`config.mk`:
```
export PLATFORM = sky130hd
export DESIGN_NAME = sequence_detector_0110_moore
export DESIGN_NICKNAME = d
export VERILOG_FILES = /design/src/rtl/sequence_detector_0110_moore_pkg.sv /design/src/rtl/sequence_detector_0110_moore.sv
export SDC_FILE = /design/constraint.sdc
export NUM_CORES = 1
export LEC_CHECK = 0
export BUFFER_PORTS_ARGS = -buffer_cell sky130_fd_sc_hd__clkbuf_2
export CAP_MARGIN = 20
export CORE_AREA = 2 2 39 41
export DETAILED_ROUTE_END_ITERATION = 12
export DIE_AREA = 0 0 41 43
export SYNTH_ARGS = -nofsm -noshare
export SYNTH_HDL_FRONTEND = slang
export SYNTH_SLANG_ARGS = --single-unit
```
`constraint.sdc`:
```
create_clock -name clk -period 1.1 [get_ports clk]
set_input_delay 0.11 -clock clk [delete_from_list [all_inputs] [get_ports clk]]
set_output_delay 0.11 -clock clk [all_outputs]
set_load 0.005 [all_outputs]
```
`src/rtl/sequence_detector_0110_moore_pkg.sv`:
```
// Shared types for the 0110 serial pattern detector: state encoding and the pattern itself.
`timescale 1ns/1ps
package seqdet_pkg;

    // Each state is named after the longest prefix of the pattern matched so far.
    typedef enum logic [2:0] {
        IDLE   = 3'd0,
        S0     = 3'd1,
        S01    = 3'd2,
        S011   = 3'd3,
        DETECT = 3'd4
    } state_t;

    localparam int          PATTERN_LEN = 4;
    localparam logic [3:0]  PATTERN     = 4'b0110;

endpackage

```
`src/rtl/sequence_detector_0110_moore.sv`:
```
// Moore FSM that pulses y for one cycle after the serial stream x delivers 0-1-1-0 (oldest bit first).
`timescale 1ns/1ps
module sequence_detector_0110_moore
    import seqdet_pkg::*;
#(
    parameter bit OVERLAP = 1'b1
) (
    input  logic clk,
    input  logic rst,
    input  logic x,
    output logic y
);

    state_t state;
    state_t nextState;

    always_ff @(posedge clk) begin
        if (!rst) begin
            state <= IDLE;
        end else begin
            state <= nextState;
        end
    end

    // Unused codes 5-7 fall into the default branch and recover to IDLE.
    always_comb begin
        nextState = IDLE;
        case (state)
            IDLE:    nextState = x ? IDLE : S0;
            S0:      nextState = x ? S01  : S0;
            S01:     nextState = x ? S011 : S0;
            S011:    nextState = x ? IDLE : DETECT;
            DETECT: begin
                if (!x) begin
                    nextState = S0;
                end else begin
                    nextState = OVERLAP ? S01 : IDLE;
                end
            end
            default: nextState = IDLE;
        endcase
    end

    assign y = (state == DETECT);

    // The last bit of PATTERN is what completes a match from S011.
    assert property (@(posedge clk) (rst && state == S011 && x == PATTERN[0]) |=> y);
    assert property (@(posedge clk) (rst && state == DETECT) |=> !y);

endmodule

```
Yosys cells after proc, flatten, opt, wreduce, memory -nomap -nowiden:

Cells that the tools add are included.

* equal/unequal tests: 4
* mux-type cells: 5
* reductions and logical operators: 2

Operators with widths (count)
* $pmux 3 s4: 1
* $eq 3x2->1 const B: 2
* $mux 2: 2
* $eq 3x1->1 const B: 1
* $eq 3x3->1 const B: 1
* $logic_not 3->1: 1
* $mux 3: 1
* $reduce_or 2->1: 1
* $mux 1: 1

* bits in registers: 3
* output and inout bits: 1
* word-level logic and storage cells: 12

Depth between registers and ports, before layout:

Gate-level depths: netlist of the first run.

* depth after elaboration: 3
* mapped depth: 3
* depth with buffers taken out: 2

Least setup slack after synthesis of the first run:

Ideal clock, no wire load.

* path kind: reg2reg
* start: register state[1]
* end: register state[1]
* setup time: 0.118 ns
* data arrival time: 0.792 ns
* required time: 0.982 ns
* setup slack: 0.190 ns
* cell stages (with the launch flop): 4
* clock period less this slack: 0.910 ns
* cells stage by stage: dfxtp_1 clkbuf_2 xor2_1 o2111a_1

* word-level cells in the longest chain between the ends: 3

Ends and longest elaborated chain
* start: declaration: RTL line sequence_detector_0110_moore.sv:14 `state_t state;`
* start signal: assignment: RTL line sequence_detector_0110_moore.sv:21 `state <= nextState;`
* $eq 3x3->1 / $eq 3x1->1 (equally long branches): RTL line sequence_detector_0110_moore.sv:28 `case (state)`
* $reduce_or 2->1 (no line)
* $pmux 3 s4 *: RTL line sequence_detector_0110_moore.sv:28

Every way passes the cells marked *; elsewhere a longest branch is shown, timed or not.
A chain may end at the register's enable or synchronous reset.

Worst setup path in the final report of the first run:

* start: register state[2]
* end: output port y

* word-level cells in the longest chain between the ends: 1

Ends and longest elaborated chain
* $eq 3x3->1: RTL line sequence_detector_0110_moore.sv:44 `assign y = (state == DETECT);`
* end: declaration: RTL line sequence_detector_0110_moore.sv:11 `output logic y`

No other way between the ends.

==> impl_metrics.toml, run 1 <==
[outcome]
outcome = "complete, no violations"

[timing]
hold_viol = 0
slew_headroom_pct = 84.8
min_period_over_period_pct = 94.0
tightest_slew_ns = 0.228
drv_slew = 0
setup_viol = 0
rsz0062_at_grt = "no"
fin_setup_tns_ns = 0
fin_crit_ns = 1.03
fin_hold_ws_ns = 0.109
fin_worst_skew_ns = 0.00103
timing.fmax_mhz = 967

[power_and_ir_drop]
p_leak_nw = 0.0820
irDropWorstVdd_mv = 0.327
power_w = 0.000339
p_per_area_nw_per_um2 = 1670

[setup_path]
worstPathArrival_ns = 0.92
worst_setup_path_end_kind = "output port"
crit_fanout = 6
worstPathRequired_ns = 0.99
crit_slowest_cell = "dfxtp_2"
crit_chain = "nor3b_1 -> clkbuf_2"
rr_worst_depth = 2
path_delay_family = "flip-flops"
critPathBufInv = 1
startpoint_type = "flip-flop"
r2r-start = "state[1]$_SDFF_PN0_"
crit_path_max_incr_delay_ns = 0.37
crit_type = "flip-flop to output port"
rr_endpoint = "state[1]$_SDFF_PN0_"
r2r_setup_slack_ns = 0.22

[final_layout]
final_cells = 36
nNetsFinal = 24
synthToLayoutAreaGrowth_pct = 39.7
final_cell_mix = "clkbuf_4, clkbuf_2, dfxtp_1"
antenna_cells = 0
top_regs = "state (3)"
largest_register_ffs = 3
design_area_sq_um = 203
regMostFlops = "state"
drive_gt1_share_pct = 40.0

[synth]
avgSynthCellArea_sq_um = 10.4
synth_area_sq_um = 145
yosys_warnings = 0
syn-num-nets = 17
postSynthCellCount = 14
ys_seq_area_share_pct = 41.4
ys_types = 12
synth_seq_cells = 3

[global_route]
grt_pass1_wl_um = 414
grt.total_usage_pct = 4.11
overflow = 0
antenna_found_initial = 0
grt_pass1_vias = 126
grt_max_degree = 7

[die]
fp.coreArea_sq_um = 1380
fp.dieArea_sq_um = 1760
start_util_pct = 10.5
dieHeight_um = 43
die_w_um = 41
boundaryPins = 4
num_rows = 14

[clock_tree]
cts_tree = "yes"
clockBufferDepth = 2
htree_levels = 1
path_clk_slew_ns = 0.04
cts_setup_buffers = 0
cts_root_buf = "clkbuf_4"
cts_sinks = 3
postCtsHoldBufs = 0
cts_buffers = 3
worstSkewPairLatency_ns = 0.23

[routing]
avgViaCountPerCell = 3.36
ant_nets = 0
vias = 121
drt_wl_total_um = 263
first_pass_iters = 1
wl_per_cell_um = 7.31
drc = 0
drtIter0Drc = 0

[flow_run]
max_cap_viol_count = 0

[min_path]
whs_path_depth = 2
worstHoldEndpoint = "state[2]$_SDFF_PN0_"
hold_path.startpoint = "x"
hold_path_class = "input port to flip-flop"

[place]
port_buffers = 3
place.gp.congestion = 0.622
place_area_sq_um = 175
dp.cells = 32
hpwl_um = 203
cell families (layout without fill, tap and decap cells):
kind of cell | after synthesis | in the layout | share of synthesized area, %
mux | 1 | 1 | 6.90
compound gates | 3 | 3 | 17.2
simple gates | 4 | 4 | 22.4
xor+xnor | 1 | 1 | 6.04
flops | 3 | 3 | 41.4
buf+inv | 2 | 8 | 6.03
area by class of cell:
class | instances | area, sq um
fillers | 164 | 1180
multi-input cells | 9 | 76.3
flip-flops and latches | 3 | 61.3
clock buffers | 4 | 26.3
well taps | 16 | 20.0
repair buffers | 3 | 15.0
inverters | 1 | 3.75
worst reg2reg max path, delay by kind of cell, from the launching register on:
| family | cells | cell delay [ns] |
|---|---|---|
| DFF | 1 | 0.36 |
| xor gates and xnor gates | 1 | 0.18 |
| AOI/OAI and AO/OA | 1 | 0.23 |
metrics by stage:
stage	worst slack (ns)	utilization, %
6_report	0.0663	14.6
5_1_grt	0.00205	14.6
4_1_cts	0.0353	14.6
3_5_place_dp	0.213	12.7
3_3_place_gp	0.212	12.7
2_1_floorplan	0.190	-
power breakdown:
group	internal (W)	switching (W)
registers	0.000116	0.00000885
logic	0.0000133	0.00000920
clock network	0.000136	0.0000553
total	0.000265	0.0000733
worst max path at each step:
stage                                   start                   to  slack (ns)  depth (start not counted)
after floorplan           state[1]$_SDFF_PN0_  state[1]$_SDFF_PN0_        0.19                          3
after CTS                 state[2]$_SDFF_PN0_                    y        0.04                          2
after global routing      state[2]$_SDFF_PN0_                    y       0.002                          2
final                     state[2]$_SDFF_PN0_                    y        0.07                          2
after global placement    state[2]$_SDFF_PN0_                    y        0.21                          2
after detailed placement  state[1]$_SDFF_PN0_  state[1]$_SDFF_PN0_        0.21                          2
cells in the mapped netlist (all sizes together):
cell type	count	area [sq um]
dfxtp	3	60.1
a31o	1	8.76
clkbuf	1	5.00
inv	1	3.75
mux2i	1	10.0
nand3	1	5.00
nor3	1	5.00
nor3b	1	7.51
nor4b	1	15.0
o2111a	1	11.3
o21ai	1	5.00
xor2	1	8.76
metal layers:
metal / part of all wire (%) / global-route usage, % / routed length (um) / up-vias
li1: - / - / - / 64
met1: 44 / 2.88 / 115 / 54
met2: 48 / 5.31 / 125 / 3
met3: 8.4 / 3.14 / 22 / 0
met4: 0 / 6.00 / 0 / 0
met5: 0 / 0 / 0 / -
what timing repair did:
| action | in CTS | in global routing |
|---|---|---|
| resized for setup | 1 | 0 |
| hold endpoints to repair | 0 | 0 |
| endpoints found under the setup margin | 1 | 0 |
Note: power is estimated with default switching activity, not from simulation.
==> run 2, diff against run 1 <==
Settings changed: ABC_AREA from default to 0, BUFFER_PORTS_ARGS -buffer_cell sky130_fd_sc_hd__clkbuf_2 to -buffer_cell sky130_fd_sc_hd__buf_2.
==> impl_metrics.toml, run 2 (synthesis results as in run 1) <==
[global_route]
overflow = 0
grt_pass1_wl_um = 407
grt_pass1_vias = 113
antenna_found_initial = 0
grt.total_usage_pct = 4.01
grt_max_degree = 7

[clock_tree]
cts_buffers = 3
worstSkewPairLatency_ns = 0.23
postCtsHoldBufs = 0
cts_sinks = 3
cts_tree = "yes"
cts_setup_buffers = 0
htree_levels = 1
cts_root_buf = "clkbuf_4"
path_clk_slew_ns = 0.04
clockBufferDepth = 2

[final_layout]
nNetsFinal = 24
fillers = 165
top_regs = "state (3)"
antenna_cells = 0
synthToLayoutAreaGrowth_pct = 39.7
design_area_sq_um = 203
final_cell_mix = "clkbuf_4, buf_2, dfxtp_1"
drive_gt1_share_pct = 40.0
regMostFlops = "state"
largest_register_ffs = 3

[setup_path]
r2r_setup_slack_ns = 0.23
startpoint_type = "flip-flop"
rr_endpoint = "state[1]$_SDFF_PN0_"
worstPathArrival_ns = 0.93
rr_worst_depth = 2
worst_setup_path_end_kind = "output port"
crit_fanout = 6
crit_type = "flip-flop to output port"
r2r-start = "state[1]$_SDFF_PN0_"
worstPathRequired_ns = 0.99

[timing]
drv_slew = 0
tightest_slew_ns = 0.218
fin_worst_skew_ns = 0.00308
timing.fmax_mhz = 966
fin_setup_tns_ns = 0
hold_viol = 0
slew_headroom_pct = 85.4
setup_viol = 0
rsz0062_at_grt = "no"
fin_crit_ns = 1.04
min_period_over_period_pct = 94.1

[routing]
first_pass_iters = 1
ant_nets = 0
drt_wl_total_um = 261
avgViaCountPerCell = 3.33
wl_per_cell_um = 7.25
drc = 0
drtIter0Drc = 0
vias = 120

[power_and_ir_drop]
clkPwrFrac_pct = 57.0
p_sw_w = 0.0000763
p_int_w = 0.000266
p_per_area_nw_per_um2 = 1690
p_leak_nw = 0.0825
power.share.switching_pct = 22.3
irDropWorstVdd_mv = 0.341
power.share.sequential_pct = 36.5
pwr-share-comb_pct = 6.5
power_w = 0.000342

[place]
place_area_sq_um = 175
place.gp.congestion = 0.624
port_buffers = 3

[min_path]
whs_path_depth = 2
worstHoldEndpoint = "state[2]$_SDFF_PN0_"
hold_path_class = "input port to flip-flop"
hold_path.startpoint = "x"

[die]
fp.dieArea_sq_um = 1760
num_rows = 14
start_util_pct = 10.5
fp.coreArea_sq_um = 1380
boundaryPins = 4
dieHeight_um = 43
die_w_um = 41

[flow_run]
max_cap_viol_count = 0

[outcome]
outcome = "complete, no violations"
-- run 2: metal layers --
| layer | vias to the layer above | wire length (um) | track usage (%) |
|---|---|---|---|
| met1 | 52 | 121 | 3.51 |
| met3 | 0 | 33 | 3.14 |
| met4 | 0 | 0 | 6.00 |
| met2 | 3 | 105 | 4.38 |
| li1 | 65 | - | - |
| met5 | - | 0 | 0 |
-- run 2: final cells by class --
type                    count  area (sq um)  share of cell area, %
well taps                  16          20.0                   9.88
repair buffers              3          15.0                   7.41
inverters                   1          3.75                   1.85
multi-input cells           9          76.3                   37.7
flip-flops and latches      3          61.3                   30.2
clock buffers               4          26.3                   13.0
-- run 2: worst max-delay path by stage --
stage | from | to | slack (ns) | depth (start not counted)
after floorplan | state[1]$_SDFF_PN0_ | state[1]$_SDFF_PN0_ | 0.19 | 3
after global placement | state[2]$_SDFF_PN0_ | y | 0.23 | 2
after detailed placement | state[1]$_SDFF_PN0_ | state[1]$_SDFF_PN0_ | 0.22 | 2
after CTS | state[2]$_SDFF_PN0_ | y | 0.04 | 2
after global routing | state[2]$_SDFF_PN0_ | y | 0.009 | 2
final | state[2]$_SDFF_PN0_ | y | 0.06 | 2
-- run 2: through the flow --
step                      setup slack (ns)  cells  hold WS [ns]  utilization [%]
after floorplan                      0.190     14         0.187                -
after global placement               0.228     32         0.341             12.7
after detailed placement             0.219     32         0.342             12.7
after CTS                           0.0413     36        0.0863             14.6
after global routing               0.00896     36        0.0890             14.6
final                               0.0645     36        0.0925             14.6
-- run 2: power groups by stage --
stage	Clock [W]	Sequential, W	Combinational (W)
finish	0.000195	0.000125	0.0000221
global placement	0	0.000126	0.0000226
global route	0.000214	0.000126	0.0000254
CTS	0.000203	0.000125	0.0000225
detailed placement	0	0.000127	0.0000224
floorplan	0	0.000122	0.0000190
-- run 2: worst max-delay path, cell delays in order, from the launching register on --
cell and delay (ns):
dfxtp_2 0.37, nor3b_1 0.19, buf_2 0.14
-- run 2: timing repair --
item,4_1_cts,5_1_grt
setup endpoints to repair,1,0
gates resized for setup,1,0
hold endpoints to repair,0,0
